===== src/rtl/mem_port_scheduler.sv =====
// Round-robin scheduler for one write port and one registered read port of a dual-port RAM.
// Zero-sweeps the RAM after reset and forwards same-cycle write data to colliding reads.
module mem_port_scheduler #(
    parameter int addr_width = 6,
    parameter int data_width = 64,
    parameter int n_wr       = 2,
    parameter int n_rd       = 2
) (
    input  logic                       clock,
    input  logic                       reset,
    input  logic [n_wr-1:0]            wr_req_valid,
    input  logic [n_wr*addr_width-1:0] wr_req_addr,
    input  logic [n_wr*data_width-1:0] wr_req_data,
    output logic [n_wr-1:0]            wr_req_ready,
    input  logic [n_rd-1:0]            rd_req_valid,
    input  logic [n_rd*addr_width-1:0] rd_req_addr,
    output logic [n_rd-1:0]            rd_req_ready,
    output logic [n_rd-1:0]            rd_resp_valid,
    output logic [data_width-1:0]      rd_resp_data,
    output logic                       init_done,
    output logic                       ram_wen,
    output logic [addr_width-1:0]      ram_waddr,
    output logic [data_width-1:0]      ram_din,
    output logic                       ram_ren,
    output logic [addr_width-1:0]      ram_raddr,
    input  logic [data_width-1:0]      ram_dout
);
    localparam int WPW = (n_wr > 1) ? $clog2(n_wr) : 1;
    localparam int RPW = (n_rd > 1) ? $clog2(n_rd) : 1;
    localparam logic [0:0] INIT = 1'b0;
    localparam logic [0:0] RUN  = 1'b1;

    logic [0:0]            state;
    logic [addr_width-1:0] sweep;
    logic [WPW-1:0]        wr_ptr, wr_idx;
    logic [RPW-1:0]        rd_ptr, rd_idx, resp_idx;
    logic                  wr_found, rd_found, wr_gnt, rd_gnt;
    logic                  resp_pend, bypass;
    logic [data_width-1:0] byp_data;
    logic [addr_width-1:0] wr_addr, rd_addr;
    logic [data_width-1:0] wr_data;

    // Walk from the far end back towards the pointer so the closest requester wins.
    always_comb begin
        wr_found = 1'b0;
        wr_idx   = '0;
        for (int k = n_wr - 1; k >= 0; k--) begin
            if (wr_req_valid[WPW'((int'(wr_ptr) + k) % n_wr)]) begin
                wr_found = 1'b1;
                wr_idx   = WPW'((int'(wr_ptr) + k) % n_wr);
            end
        end
    end

    always_comb begin
        rd_found = 1'b0;
        rd_idx   = '0;
        for (int k = n_rd - 1; k >= 0; k--) begin
            if (rd_req_valid[RPW'((int'(rd_ptr) + k) % n_rd)]) begin
                rd_found = 1'b1;
                rd_idx   = RPW'((int'(rd_ptr) + k) % n_rd);
            end
        end
    end

    assign wr_gnt  = (state == RUN) && wr_found;
    assign rd_gnt  = (state == RUN) && rd_found;
    assign wr_addr = wr_req_addr[wr_idx*addr_width +: addr_width];
    assign wr_data = wr_req_data[wr_idx*data_width +: data_width];
    assign rd_addr = rd_req_addr[rd_idx*addr_width +: addr_width];

    always_comb begin
        wr_req_ready  = '0;
        rd_req_ready  = '0;
        rd_resp_valid = '0;
        if (wr_gnt) wr_req_ready[wr_idx] = 1'b1;
        if (rd_gnt) rd_req_ready[rd_idx] = 1'b1;
        if (resp_pend) rd_resp_valid[resp_idx] = 1'b1;
    end

    always_comb begin
        if (state == INIT) begin
            ram_wen   = 1'b1;
            ram_waddr = sweep;
            ram_din   = '0;
        end else begin
            ram_wen   = wr_gnt;
            ram_waddr = wr_gnt ? wr_addr : '0;
            ram_din   = wr_gnt ? wr_data : '0;
        end
    end

    assign ram_ren      = rd_gnt;
    assign ram_raddr    = rd_gnt ? rd_addr : '0;
    assign init_done    = (state == RUN);
    assign rd_resp_data = bypass ? byp_data : ram_dout;

    always_ff @(posedge clock) begin
        if (!reset) begin
            state     <= INIT;
            sweep     <= '0;
            wr_ptr    <= '0;
            rd_ptr    <= '0;
            resp_pend <= 1'b0;
            resp_idx  <= '0;
            bypass    <= 1'b0;
            byp_data  <= '0;
        end else begin
            if (state == INIT) begin
                sweep <= sweep + 1'b1;
                if (sweep == {addr_width{1'b1}}) state <= RUN;
            end
            if (wr_gnt) wr_ptr <= (int'(wr_idx) + 1 >= n_wr) ? '0 : wr_idx + 1'b1;
            if (rd_gnt) begin
                rd_ptr   <= (int'(rd_idx) + 1 >= n_rd) ? '0 : rd_idx + 1'b1;
                resp_idx <= rd_idx;
            end
            resp_pend <= rd_gnt;
            // The RAM returns pre-write data on a same-address collision, so carry the new word.
            bypass    <= rd_gnt && wr_gnt && (rd_addr == wr_addr);
            byp_data  <= wr_data;
        end
    end
endmodule


===== config.mk =====
export PLATFORM = sky130hd
export DESIGN_NAME = mem_port_scheduler
export DESIGN_NICKNAME = d
export VERILOG_FILES = /design/src/rtl/mem_port_scheduler.sv
export SDC_FILE = /design/constraint.sdc
export NUM_CORES = 1
export LEC_CHECK = 0
export ABC_AREA = 0
export CELL_PAD_IN_SITES_DETAIL_PLACEMENT = 1
export CELL_PAD_IN_SITES_GLOBAL_PLACEMENT = 1
export CORE_AREA = 2 2 143 145
export DETAILED_ROUTE_END_ITERATION = 8
export DIE_AREA = 0 0 145 147
export PLACE_DENSITY_LB_ADDON = 0.1
export SETUP_SLACK_MARGIN = 0.1
export SYNTH_ARGS = -nofsm -noshare
export SYNTH_HDL_FRONTEND = slang
export SYNTH_SLANG_ARGS = --single-unit
export TNS_END_PERCENT = 50

===== constraint.sdc =====
create_clock -name clock -period 2.9 [get_ports clock]
set_clock_uncertainty 0.1 [all_clocks]
set_input_delay 0.87 -clock clock [delete_from_list [all_inputs] [get_ports clock]]
set_output_delay 0.87 -clock clock [all_outputs]
set_load 0.01 [all_outputs]

Word-level counts from Yosys, hierarchy flattened
Cells that the tools add are included.
{"block": "word_totals", "ff_bits": 76, "inputBits": 222, "word_cells": 77}
{"block": "classes", "addsub": 7, "multipliers": 2, "n_lt_le_gt_ge": 12, "n_eq_ne": 2, "shift": 3, "muxes": 36, "n_reduce_logical": 7}
{"op": "64-bit 2-to-1 mux", "n": 3}
{"op": "128-bit by 8-bit indexed part select with 64-bit output", "n": 1}
{"op": "1-bit 2-to-1 mux", "n": 24}
{"op": "12-bit by 5-bit indexed part select with 6-bit output", "n": 2}
{"op": "6-bit 2-to-1 mux", "n": 3}
{"op": "1-bit by 3-bit less-than comparator with 1-bit output (second input constant)", "n": 4}
{"op": "1-bit logical AND", "n": 7}
{"op": "6-bit by 1-bit adder with 6-bit output (second input constant)", "n": 1}
{"op": "6-bit equality test", "n": 1}
{"op": "6-bit equality test (second input constant)", "n": 1}
{"op": "1-bit by 2-bit less-than comparator with 1-bit output (second input constant)", "n": 3}
{"op": "1-bit by 2-bit multiplier with 3-bit output (second input constant)", "n": 2}
{"op": "2-bit 2-to-1 mux", "n": 3}
{"op": "1-bit adder (second input constant)", "n": 4}
{"op": "1-bit by 1-bit adder with 2-bit output (second input constant)", "n": 2}
{"op": "2-bit >= comparator (second input constant)", "n": 2}
{"op": "1-bit demux with 1-bit select", "n": 3}
{"op": "1-bit >= comparator (second input constant)", "n": 3}

Depth between registers and ports, before layout
{"block": "depth", "word_depth": 11, "mapped_depth": 6}

Least setup slack after synthesis
Ideal clock, no wire load.
{"block": "synth_path", "kind": "input to output", "start": "input port wr_req_valid[0]", "end": "output port ram_din[13]", "arrival_ps": 1676, "setup_slack_ps": 254, "path_stages": 5, "path_buffers": 2, "path_cell_list": "nand2_1 buf_2 buf_4 mux2i_1 nor2_1"}
{"block": "synth_via", "elab_chain_cells": 7, "word_cells_on_any_way": 12, "classes_between": "shift (1); mux (10); reduce/logical (1)"}
{"element": "from (decl)", "line_no": "11", "text": "input logic [n_wr-1:0] wr_req_valid,"}
{"element": "1-bit 2-to-1 mux (not written as such) (2 in a row)", "line_no": "48", "text": "if (wr_req_valid[WPW'((int'(wr_ptr) + k) % n_wr)]) begin"}
{"element": "1-bit 2-to-1 mux (2 in a row)", "line_no": "48"}
{"element": "128-bit by 8-bit indexed part select with 64-bit output or 1-bit logical AND (tied branches)", "line_no": "69, 66"}
{"element": "64-bit 2-to-1 mux (*)", "line_no": "89", "text": "ram_din = wr_gnt ? wr_data : '0;"}
{"element": "64-bit 2-to-1 mux (*)", "line_no": "82", "text": "if (state == INIT) begin"}
{"element": "to (decl)", "line_no": "23", "text": "output logic [data_width-1:0] ram_din,"}
Mark *: on every way between the ends. The rest lies on a longest branch, timed or not. The select of a mux whose other input is x is not followed.

Worst setup path after layout
{"block": "layout_path", "start": "input port wr_req_valid[0]", "end": "output port ram_din[8]"}
Same word-level chain as after synthesis.

==> metrics.csv <==
stage,metric,value,unit
grt,grt_pass1_vias,6247,
grt,grt_pass1_wl,37000,um
grt,grt_overflow,0,
sta,slew_violations,0,
floorplanning,initial_core_util,22.3,%
power_and_ir_drop,leakagePower,0.00470,uW
placement,place.gp.congestion,0.829,
floorplanning,core_area,19800,um2
critical_path,crit_type,primary input to primary output,
synth,yosysSeqAreaShare,34.3,%
synth,synthTopCellsByArea,"dfxtp_1 34%, mux2i_1 16%, mux2_2 16%",
synth,synth_area,4430,um2
sta,layout_setup_ws,-60.5,ps
critical_path,cp-end-kind,primary output,
synth,ys_warn_count,0,
final_layout,layout-drive-gt1-share,45.5,%
hold_path,min_path_type,flop to flop,
drt,drc,0,
floorplanning,die_width,145,um
floorplanning,io_pins,371,
critical_path,path_delay_family,buffers and inverters,
synth,synth_ff_type,dfxtp_1,
synth,ys_seq_elements,76,
final_layout,final_cells,1294,
critical_path,worstPathArrival,1990,ps
synth,yosysUniqueCellTypes,35,
synth,syn-mean-instance-area,9.43,um2
clock_tree,cts_tree,built,
final_layout,final_util,54.7,%
sta,layout_min_cycle_time,2960,ps
power_and_ir_drop,ir_drop,0.254,mV
drt,via_per_inst,4.40,
clock_tree,cts_root_buf,clkbuf_16,
critical_path,slowest_delay,160,ps
sta,max_freq,338,MHz
sta,relSlewSlack,55.5,%
critical_path,crit_chain,buf_12 -> nand2_8 -> buf_4 -> buf_6 -> buf_12 -> buf_4 -> mux2i_2 -> nor2_1 -> buf_2,
grt,grtUsageTotal,22.5,%
clock_tree,insertion_delay,340,ps
clock_tree,clk_path_buf_depth,2,
critical_path,worstPathRequired,1930,ps
power_and_ir_drop,power,3080,uW
critical_path,critPathMaxFanout,7,
floorplanning,floorplan.die_area,21300,um2
critical_path,crit_path_top_delay_cell,buf_2,
drt,vias,5695,
drt,firstDrtPassIters,6,
sta,setup-violations-final,9,
sta,worst_pin_slew,668,ps
clock_tree,cts.sinks,76,
sta,period_share,102,%
clock_tree,clkTransAtPathRegs,50,ps
final_layout,mostFrequentLayoutCells,"218 x clkdlybuf4s50_1, 158 x buf_4, 73 x dfxtp_1, 73 x buf_2, 68 x nor2b_1",
floorplanning,die_height,147,um
drt,wl_per_cell,18.9,um
power_and_ir_drop,powerDensity,284,nW/um2
placement,place_inst,1161,
placement,portBuffers,368,
grt,antenna_found_initial,3,
synth,synth_top_cell_area_share,34.3,%
final_layout,fill_cells,2176,
synth,syn-num-nets,693,
clock_tree,numCtsBuffers,9,
floorplanning,row_count,52,
clock_tree,ctsHoldBuffers,0,
clock_tree,htreeDepth,3,
synth,synth.largest_area_cell,dfxtp_1,
sta,hold_viol,0,
final_layout,area_growth,145,%
synth,async_flop_share,0,%
final_layout,final_nets,1239,
drt,detail-route-antenna-nets,0,
outcome,violations,setup timing,
outcome,status,finished with violations,
placement,place.detailed.hpwl,16300,um
drt,drtIter0Drc,124,
critical_path,start_kind,primary input,
final_layout,final_common_cell,clkdlybuf4s50_1,
grt,grt_max_degree,75,
job,maxCapViolations,0,
drt,drt-total-wl,24500,um
synth,synthCells,470,
sta,rsz0062_at_grt,yes,
critical_path,critPathBufInv,6,
synth,synth-edff-count,0,
-- report_power, final --
part | leakage, uW | total (uW) | switching (uW) | internal [uW]
logic | 0.00392 | 825 | 267 | 558
registers | 0.000633 | 1110 | 15.7 | 1090
clock network | 0.000144 | 1150 | 461 | 688
total | 0.00470 | 3080 | 744 | 2340
-- worst paths after layout --
| check | from | end | slack [ps] | cells after the start |
|---|---|---|---|---|
| max | wr_req_valid[0] | ram_din[8] | -60 | 9 |
| min reg2reg | sweep[5] | sweep[5] | 410 | 2 |
| min | sweep[5] | sweep[5] | 410 | 2 |
| max reg2reg | wr_ptr | byp_data[11] | 1020 | 10 |
-- routing by layer --
metal	vias up	share of wire, %	track usage [%]
met5	-	0	0
met4	0	2.1	6.68
met3	29	6.7	6.99
met2	235	54	43.0
met1	2728	37	23.8
li1	2703	-	-
-- kinds of logic after synthesis --
family / after synthesis / synth area share [%]
multiplexers: 137 / 32.8
XOR/XNOR: 7 / 1.38
flip-flops: 76 / 34.3
adder cells (fa/ha/maj): 1 / 0.282
buffers and inverters: 43 / 4.88
AO/OA/AOI/OAI: 35 / 5.76
AND/OR/NAND/NOR: 171 / 20.5
-- area by class of cell --
type	count	area [um2]	area share [%]
Timing Repair Buffer	571	5190	47.7
Multi-Input combinational cell	351	3480	32.0
Sequential cell	76	1530	14.1
Tap cell	270	338	3.11
Clock buffer	10	239	2.20
Clock inverter	6	63.8	0.587
Inverter	7	26.3	0.242
Antenna cell	3	7.51	0.0691
-- cells in the mapped netlist (3+ instances only) --
master,n
a211oi_1,5
a21bo_2,5
a21boi_0,3
a21boi_1,3
a21oi_1,6
and2_1,7
and3_1,8
buf_2,11
buf_4,7
clkbuf_1,16
dfxtp_1,76
inv_1,7
mux2_2,64
mux2i_1,72
nand2_1,5
nand3_1,6
nor2_1,68
nor2b_1,68
o211ai_1,3
o22ai_1,6
xnor2_1,7
-- through the flow --
stage                     TNS, ps  hold slack (ps)  worst slack (ps)  cell area (um2)
final                        -304              412             -60.5            10900
after global routing        -1080              453              -111            10900
after CTS                   -1210              409             -78.8            10700
after detailed placement   -66850              402              -884             9000
after global placement     -65940              383              -866             9000
after floorplan                 0              364               254             4430
-- worst register-to-register path, delay by kind of cell (launching register included) --
family | cells | cell delay, ps
flops | 1 | 430
buf+inv | 7 | 900
simple gates | 2 | 200
mux | 1 | 180
-- sequential cells by signal, indices dropped and copies added (netlist names) --
| register | flops |
|---|---|
| byp_data | 64 |
| rd_ptr | 1 |
| sweep | 6 |
| bypass | 1 |
| wr_ptr | 1 |
| resp_pend | 1 |
| resp_idx | 1 |
| init_done | 1 |
-- timing repair --
action	in CTS	in global routing
endpoints found under the setup margin	146	114
pin swaps	19	25
gates resized for setup	541	92
endpoints found under the hold margin	0	0
setup buffers	97	19
gates cloned	9	0
Note: power is estimated with default switching activity, not from simulation.
